File: src/rtl/seq_bool_truth_lut.sv
// seq_bool_truth_lut: bank of NBITS one-bit state channels, each advanced
// by a run-time programmable 4-entry truth table indexed by {a[i], q[i]}.
//
// Ports:
//   clk, reset  - clock; synchronous active-high reset
//   en          - state-update enable
//   a           - per-channel data input
//   cfg_val/rdy - config handshake; fires on cfg_val && cfg_rdy
//   cfg_op      - 0 = write shadow entry, 1 = commit shadow to active
//   cfg_idx     - channel index for a shadow write
//   cfg_tbl     - truth table for a shadow write
//   cfg_dirty   - shadow differs from last commit/reset contents
//   q           - registered channel state
module seq_bool_truth_lut #(
  parameter int               NBITS       = 4,
  parameter logic [NBITS-1:0] RESET_Q     = '0,
  parameter logic [3:0]       DEFAULT_TBL = 4'b1110,
  localparam int              IDXW        =
    (NBITS > 1) ? $clog2(NBITS) : 1
) (
  input  logic             clk,
  input  logic             reset,
  input  logic             en,
  input  logic [NBITS-1:0] a,
  input  logic             cfg_val,
  output logic             cfg_rdy,
  input  logic             cfg_op,
  input  logic [IDXW-1:0]  cfg_idx,
  input  logic [3:0]       cfg_tbl,
  output logic             cfg_dirty,
  output logic [NBITS-1:0] q
);

  typedef enum logic {
    ST_READY,
    ST_BUSY
  } cfg_st_e;

  cfg_st_e st_q;
  cfg_st_e st_d;

  logic [NBITS-1:0][3:0] act_tbl;
  logic [NBITS-1:0][3:0] shd_tbl;
  logic [NBITS-1:0]      q_d;
  logic [NBITS-1:0]      wr_sel;
  logic                  fire;
  logic                  wr_fire;
  logic                  cm_fire;
  logic                  idx_ok;
  logic                  dirty_q;

  assign cfg_rdy   = (st_q == ST_READY);
  assign cfg_dirty = dirty_q;

  assign fire    = cfg_val && cfg_rdy;
  assign wr_fire = fire && !cfg_op;
  assign cm_fire = fire && cfg_op;

  // One-hot channel select; an index past the last channel selects
  // nothing, which drops the write while the handshake still completes.
  always_comb begin
    wr_sel = '0;
    for (int i = 0; i < NBITS; i++) begin
      wr_sel[i] = (cfg_idx == IDXW'(i));
    end
  end

  assign idx_ok = |wr_sel;

  always_comb begin
    q_d = q;
    for (int i = 0; i < NBITS; i++) begin
      q_d[i] = act_tbl[i][{a[i], q[i]}];
    end
  end

  always_comb begin
    st_d = st_q;
    unique case (st_q)
      ST_READY: if (cm_fire) st_d = ST_BUSY;
      ST_BUSY:  st_d = ST_READY;
      default:  st_d = ST_READY;
    endcase
  end

  // Reset parks the port in BUSY so cfg_rdy reads 0 for the reset cycle
  // and rises on the first edge after reset is released.
  always_ff @(posedge clk) begin
    if (reset) begin
      st_q    <= ST_BUSY;
      q       <= RESET_Q;
      dirty_q <= 1'b0;
      for (int i = 0; i < NBITS; i++) begin
        act_tbl[i] <= DEFAULT_TBL;
        shd_tbl[i] <= DEFAULT_TBL;
      end
    end else begin
      st_q <= st_d;
      // Update reads act_tbl before the commit below lands, so a
      // colliding commit only governs later edges.
      if (en) q <= q_d;
      if (cm_fire) begin
        act_tbl <= shd_tbl;
        dirty_q <= 1'b0;
      end else if (wr_fire && idx_ok) begin
        dirty_q <= 1'b1;
      end
      for (int i = 0; i < NBITS; i++) begin
        if (wr_fire && wr_sel[i]) shd_tbl[i] <= cfg_tbl;
      end
    end
  end

endmodule

File: config.mk
export PLATFORM = sky130hd
export DESIGN_NAME = seq_bool_truth_lut
export DESIGN_NICKNAME = d
export VERILOG_FILES = /design/src/rtl/seq_bool_truth_lut.sv
export SDC_FILE = /design/constraint.sdc
export NUM_CORES = 1
export LEC_CHECK = 0
export CORE_MARGIN = 1.5
export CORE_UTILIZATION = 30
export DETAILED_ROUTE_END_ITERATION = 8
export GPL_TIMING_DRIVEN = 1
export PLACE_DENSITY_LB_ADDON = 0.25
export SLEW_MARGIN = 20
export SYNTH_ARGS = -nofsm -noshare
export SYNTH_HDL_FRONTEND = slang
export SYNTH_SLANG_ARGS = --single-unit
export TNS_END_PERCENT = 50
File: constraint.sdc
create_clock -name clk -period 1.4 [get_ports clk]
set_input_delay 0.42 -clock clk [delete_from_list [all_inputs] [get_ports clk]]
set_output_delay 0.42 -clock clk [all_outputs]
set_load 0.01 [all_outputs]
==> summary.md <==
| Metric | Value |
|---|---|
| Outcome | `complete, no violations` |
| Clk slew on worst S/H paths | `0.07 ns` |
| Die Width | `74.33 um` |
| RSZ-0062 raised after global routing | `no` |
| Most frequent cells after synthesis | `38 x dfxtp_1, 32 x nand2_1, 24 x mux2i_1` |
| Synth async-reset ratio | `0` |
| Layout Utilization | `0.4109` |
| Ys Warns | `0` |
| Number of max-cap violations | `0` |
| Largest net degree at the start of global routing | `18` |
| Clk pwr share | `0.355` |
| Area growth from synthesis to final layout | `29.67%` |
| Avg Inst Size Synth | `9.365 um2` |
| Cell leakage power | `0.9071 nW` |
| Pwr Total | `2.129 mW` |
| Cell Area, Synth | `1526 um2` |
| Fraction of layout cells with a size suffix above 1 | `0.1231` |
| Sequential power share | `0.536` |
| Vias in the first global route | `1166` |
| Tcrit/Tclk final | `0.9592` |
| Ports | `21` |
| Net Sw Power | `0.4885 mW` |
| DR pass1 iterations | `4` |
| # rows | `25` |
| Final antenna-violating net count | `0` |
| Switching part of the total power | `0.2295` |
| Final setup violation count | `0` |
| Hold Path Origin | `cfg_dirty` |
| CTS tree | `done` |
| Grt ovf | `0` |
| Htree depth | `2` |
| R2r startpoint | `st_q` |
| Synth area leader | `dfxtp_1` |
| Synth Register Bits | `38` |
| Cell variety after synth | `16` |
| Worst Setup Start Kind | `flop` |
| Int Power | `1.640 mW` |
| FMAX | `0.7447 GHz` |
| Post-synth EDFFs | `0` |
| Post-CTS Setup Inserts | `0` |
| Hold Crit Class | `reg2reg` |
| Worst-Skew Late Latency | `0.28 ns` |
| Diodes inserted | `0` |
| Max-slew violations | `0` |
| Setup Skew | `0.005703 ns` |
| Hold Crit Endpoint | `cfg_dirty` |
| Final worst setup slack | `0.05712 ns` |
| Logic pwr share | `0.109` |
| Detail Placement HPWL | `2.489 mm` |
| Total number of vias | `1152` |
| Drt initial violations | `38` |
| Clk sinks | `38` |
| RR Endpoint | `shd_tbl[5]` |
| First-pass GRT wire length | `5.540 mm` |
| Clock Path Buffers | `2` |
| Worst R2R Path Depth | `3` |
| Arrival time worst endpoint | `0.92 ns` |
| Sequential cell area fraction in the yosys report | `0.4984` |
| Period minus WS final | `1.343 ns` |
| Final hold vios | `0` |
| WS Path Type | `reg2out` |
| Power Density | `1075 nW/um2` |
| CP Max Fanout | `5` |
| Synth Net Count | `178` |
| Via density | `4.397` |
| Core ar. | `4817 um2` |
| Post-DR wirelength/cell | `12.23 um` |
| VDD IR-drop max | `505.4 uV` |
| GR Util All Layers | `0.1364` |
| Initial Util | `0.3169` |
| Full die area | `5525 um2` |
| PortBufs | `20` |
| Initial antenna violation count | `0` |
| Most common cell in the netlist | `dfxtp_1` |
| Root Driver | `clkbuf_8` |
| Syn Inst Count | `163` |
| Dpl ws | `-0.4251 ns` |
| CP Capture Type | `primary output` |
| Slew headroom | `0.8181` |
| WHS Path Cells | `2` |
| DRC Markers | `0` |
| Area post-placement | `1878 um2` |
| Top cells by area in the synthesized netlist | `dfxtp_1 50%, mux2i_1 16%, nand2_1 7.9%, nand3b_1 6.9%, nor2_1 3.7%` |
| CP required | `0.98 ns` |
| Post-synth top area share | `0.4984` |
| GP Congestion | `0.7825` |
| Hold_buf cts | `0` |
| Primary FF master, synth | `dfxtp_1` |
| R2R Setup Slk | `0.24 ns` |
| # nets final | `209` |
| Worst-margin pin slew | `0.2721 ns` |
| Routed wire length | `3.205 mm` |
| Number of clock buffers inserted by TritonCTS | `5` |
| Die height | `74.33 um` |
| Final instance area | `1979 um2` |
power groups by stage:
stage	clock network, mW	logic, mW	registers, mW
final	0.756	0.232	1.14
after global routing	0.827	0.257	1.14
after CTS	0.780	0.236	1.14
after detailed placement	0	0.245	1.17
after global placement	0	0.239	1.16
after floorplan	0	0.109	1.17
registers in the layout, summed over array words and instances (netlist names):
name       cells
st_q           1
shd_tbl       16
q              4
cfg_dirty      1
act_tbl       16
routing by layer:
| layer | part of all wire | global-route usage |
|---|---|---|
| met5 | 0 | 0 |
| met4 | 0.016 | 0.06061 |
| met3 | 0.026 | 0.03659 |
| met2 | 0.45 | 0.2123 |
| met1 | 0.50 | 0.1776 |
cells in the final DEF (no fill, tap or decap), drive strengths merged:
cell type and count:
nand3b 14, nor4 1, nand2b 8, clkdlybuf4s50 10, nor2 15, clkinv 1
a21o 4, buf 12, nand2 32, mux2i 24, clkdlybuf4s15 1, nor3 4
dlygate4sd2 7, and3b 2, clkbuf 7, dfxtp 38, dlymetal6s2s 2, nor3b 1
inv 2, a21oi 9, nand3 1
timing repair:
| action | CTS | global route |
|---|---|---|
| gates resized for setup | 13 | 3 |
| endpoints found under the setup margin | 18 | 7 |
| pin swaps | 2 | 0 |
worst max-delay path, stage by stage (launching register included):
cell	delay, ns
dfxtp_4	0.37
inv_1	0.05
clkdlybuf4s15_1	0.23
logic make-up after synthesis:
kind of cell    share of synthesized area
buf+inv                           0.02787
compound gates                    0.04918
mux                                0.1574
simple gates                       0.2672
flops                              0.4984
worst max path at each step:
stage                      start     endpoint  slack, ns
final                       st_q      cfg_rdy       0.06
after CTS                  reset  shd_tbl[12]       0.02
after floorplan           cfg_op  shd_tbl[10]       0.25
after detailed placement  cfg_op  shd_tbl[10]      -0.43
after global placement    cfg_op   shd_tbl[9]      -0.37
after global routing       reset   shd_tbl[5]      0.005
metrics by stage:
stage	setup TNS, ns	hold WS [ns]	instances
after floorplan	0	0.4323	163
after global placement	-8.776	0.4314	254
after detailed placement	-9.972	0.4535	254
after CTS	0	0.4601	262
after global routing	0	0.4797	262
final	0	0.4592	262
layout make-up:
type,instances,area (um2)
Clock buffer,7,86.33
Clock inverter,1,5.005
Fill cell,507,2838
Inverter,2,7.507
Multi-Input combinational cell,115,733.2
Sequential cell,38,764.5
Tap cell,67,83.83
Timing Repair Buffer,32,299.0
(Power assumes the default switching activity.)
==> patch, RTL diff (same settings) <==
`NBITS`: 4 -> 2.
--- a/src/rtl/seq_bool_truth_lut.sv
+++ b/src/rtl/seq_bool_truth_lut.sv
@@ -13,5 +13,5 @@
 //   q           - registered channel state
 module seq_bool_truth_lut #(
-  parameter int               NBITS       = 4,
+  parameter int               NBITS       = 2,
   parameter logic [NBITS-1:0] RESET_Q     = '0,
   parameter logic [3:0]       DEFAULT_TBL = 4'b1110,
Ports: changed (resized a, cfg_idx and q); port bits go from 21 to 16. The function was not compared with the original's and may differ.
==> patch against the unedited design <==
  * Sequential cell count fell by 18
  * Non-clock buffer count fell by 9
  * Worst setup slack improved by 17 ps
  * Total power fell by 50%
  * Sequential share of layout area fell by 0.72 points
  * Area after synthesis fell by 49%
  * Cell area fell by 46%
  * Wire length fell by 52%
  * Critical path type unchanged
  * Largest power group unchanged
==> patch: results (changes against the unedited design) <==
Parameter                              Value

Clock tree
  Clock Tree Root    sky130_fd_sc_hd__clkbuf_4 (was sky130_fd_sc_hd__clkbuf_8)
  Number of CTS-inserted buffers    3 (was 5)
  CTS clock-pin slew for the worst setup and hold paths    110 ps (was 70 ps)
  Number of levels the H-tree was split into    1 (was 2)
  Clock latency on the worst-skew pair    300 ps (was 280 ps)

Synthesis
  Synthesized net count    95 (was 178)
  Top cells by instance count after synthesis    sky130_fd_sc_hd__dfxtp_1, sky130_fd_sc_hd__nand2_1, sky130_fd_sc_hd__a21oi_1 (was sky130_fd_sc_hd__dfxtp_1, sky130_fd_sc_hd__nand2_1, sky130_fd_sc_hd__mux2i_1)
  Mux cell area share after synthesis    0.0805 (was 0.157)
  Distinct cell type count of the synthesized netlist    18 (was 16)
  Main area contributors after synthesis    sky130_fd_sc_hd__dfxtp_1, sky130_fd_sc_hd__nand2_1, sky130_fd_sc_hd__a21oi_1 (was sky130_fd_sc_hd__dfxtp_1, sky130_fd_sc_hd__mux2i_1, sky130_fd_sc_hd__nand2_1)
  Synth Area in Compound Gates    0.0934 (was 0.0492)
  Sequential-to-total area share from yosys stat    0.515 (was 0.498)

Critical path
  Crit path max-delay cell type    sky130_fd_sc_hd__dfxtp_1 (was sky130_fd_sc_hd__dfxtp_4)
  Peak fanout along the critical path    2 (was 5)
  Largest stage delay on the critical path    340 ps (was 370 ps)

Routing
  Detailed Route Iter0 Violations    9 (was 38)
  Post-DR vias/cell    4.69 (was 4.40)
  WL final    1550 um (was 3210 um)

Finish
  Nets    119 (was 209)
  Share of final-layout standard cells stronger than drive strength 1    0.189 (was 0.123)
  Number of diodes    0 (unchanged)
  Largest registers in the final layout    act_tbl: 8 flops, shd_tbl: 8 flops, q: 2 flops (was act_tbl: 16 flops, shd_tbl: 16 flops, q: 4 flops)

STA
  Final Skew    1.92 ps (was 5.70 ps)
  Measured slew at the worst slew-check pin    256 ps (was 272 ps)

Outcome
  Result of the run    finished clean (unchanged)

Global routing
  Number of global-route vias before repair    617 (was 1166)
  Pin count of the biggest net entering global routing    23 (was 18)
  First-pass GRT wire length    2500 um (was 5540 um)
  GRT Overall Usage    0.125 (was 0.136)
  Initial antenna violation count    0 (unchanged)

Pwr
  Leakage    0.445 nW (was 0.907 nW)
  Max rail drop VDD    0.601 mV (was 0.505 mV)

Placed design
  Post-placement cell area    1020 um^2 (was 1880 um^2)
  Quantity of I/O buffers inserted on ports    15 (was 20)
  RD Place Congestion    0.769 (was 0.783)

Min path
  Hold WC Path Type    reg2reg (unchanged)
-- patch: cell types whose count changed after synthesis, moves of 4 or more --
| cell | unedited run | this run |
|---|---|---|
| sky130_fd_sc_hd__mux2i_1 | 24 | 4 |
| sky130_fd_sc_hd__dfxtp_1 | 38 | 20 |
| sky130_fd_sc_hd__nand2_1 | 32 | 16 |
| sky130_fd_sc_hd__nor2_1 | 15 | 5 |
| sky130_fd_sc_hd__nand2b_1 | 8 | 1 |
| sky130_fd_sc_hd__nand3b_1 | 14 | 7 |
| sky130_fd_sc_hd__a21o_1 | 4 | 0 |
-- patch: power by group --
| part | total [mW] | switching (mW) | internal (mW) | leakage (nW) |
|---|---|---|---|---|
| Combinational | 0.142 | 0.0594 | 0.0824 | 0.261 |
| Clock | 0.327 | 0.169 | 0.159 | 0.0210 |
| Sequential | 0.603 | 0.0115 | 0.591 | 0.163 |
-- patch: logic make-up (layout without fill, tap and decap cells) --
group,count (synthesis),after routing
AND/OR/NAND/NOR,39,39
flip-flops,20,20
AO/OA/AOI/OAI,13,13
multiplexers,6,6
buffers and inverters,5,28
-- patch: timing repair --
item,CTS,global route
gates resized for setup,5,7
setup endpoints to repair,4,6
pin swaps,0,1
-- patch: routing by layer --
layer | GRT usage | wire length [um]
met5 | 0 | 0
met4 | 0.0513 | 19
met3 | 0.0583 | 72
met2 | 0.205 | 722
met1 | 0.139 | 731
-- patch: worst paths after layout --
check | start | to | slack, ps | cells past startpoint
max reg2reg | st_q | shd_tbl[3] | 250 | 5
min | act_tbl[4] | act_tbl[4] | 460 | 2
max | cfg_dirty | cfg_dirty | 70 | 1
min reg2reg | act_tbl[4] | act_tbl[4] | 460 | 2
-- patch: layout make-up --
class / instances / area (um^2)
clock buffers: 4 / 36.3
inverters: 1 / 3.75
multi-input cells: 58 / 359
flip-flops and latches: 20 / 402
well taps: 30 / 37.5
repair buffers: 23 / 221
fillers: 253 / 1400
-- patch: through the flow --
step / setup TNS (ps) / utilization / power (mW) / std cells / setup slack [ps]
2_1_floorplan: 0 / - / 0.678 / 83 / 192
3_3_place_gp: -3020 / 0.415 / 0.760 / 132 / -251
3_5_place_dp: -3390 / 0.415 / 0.763 / 132 / -283
4_1_cts: 0 / 0.429 / 1.09 / 136 / 9.90
5_1_grt: 0 / 0.432 / 1.13 / 136 / 8.82
6_report: 0 / 0.432 / 1.07 / 136 / 74.1
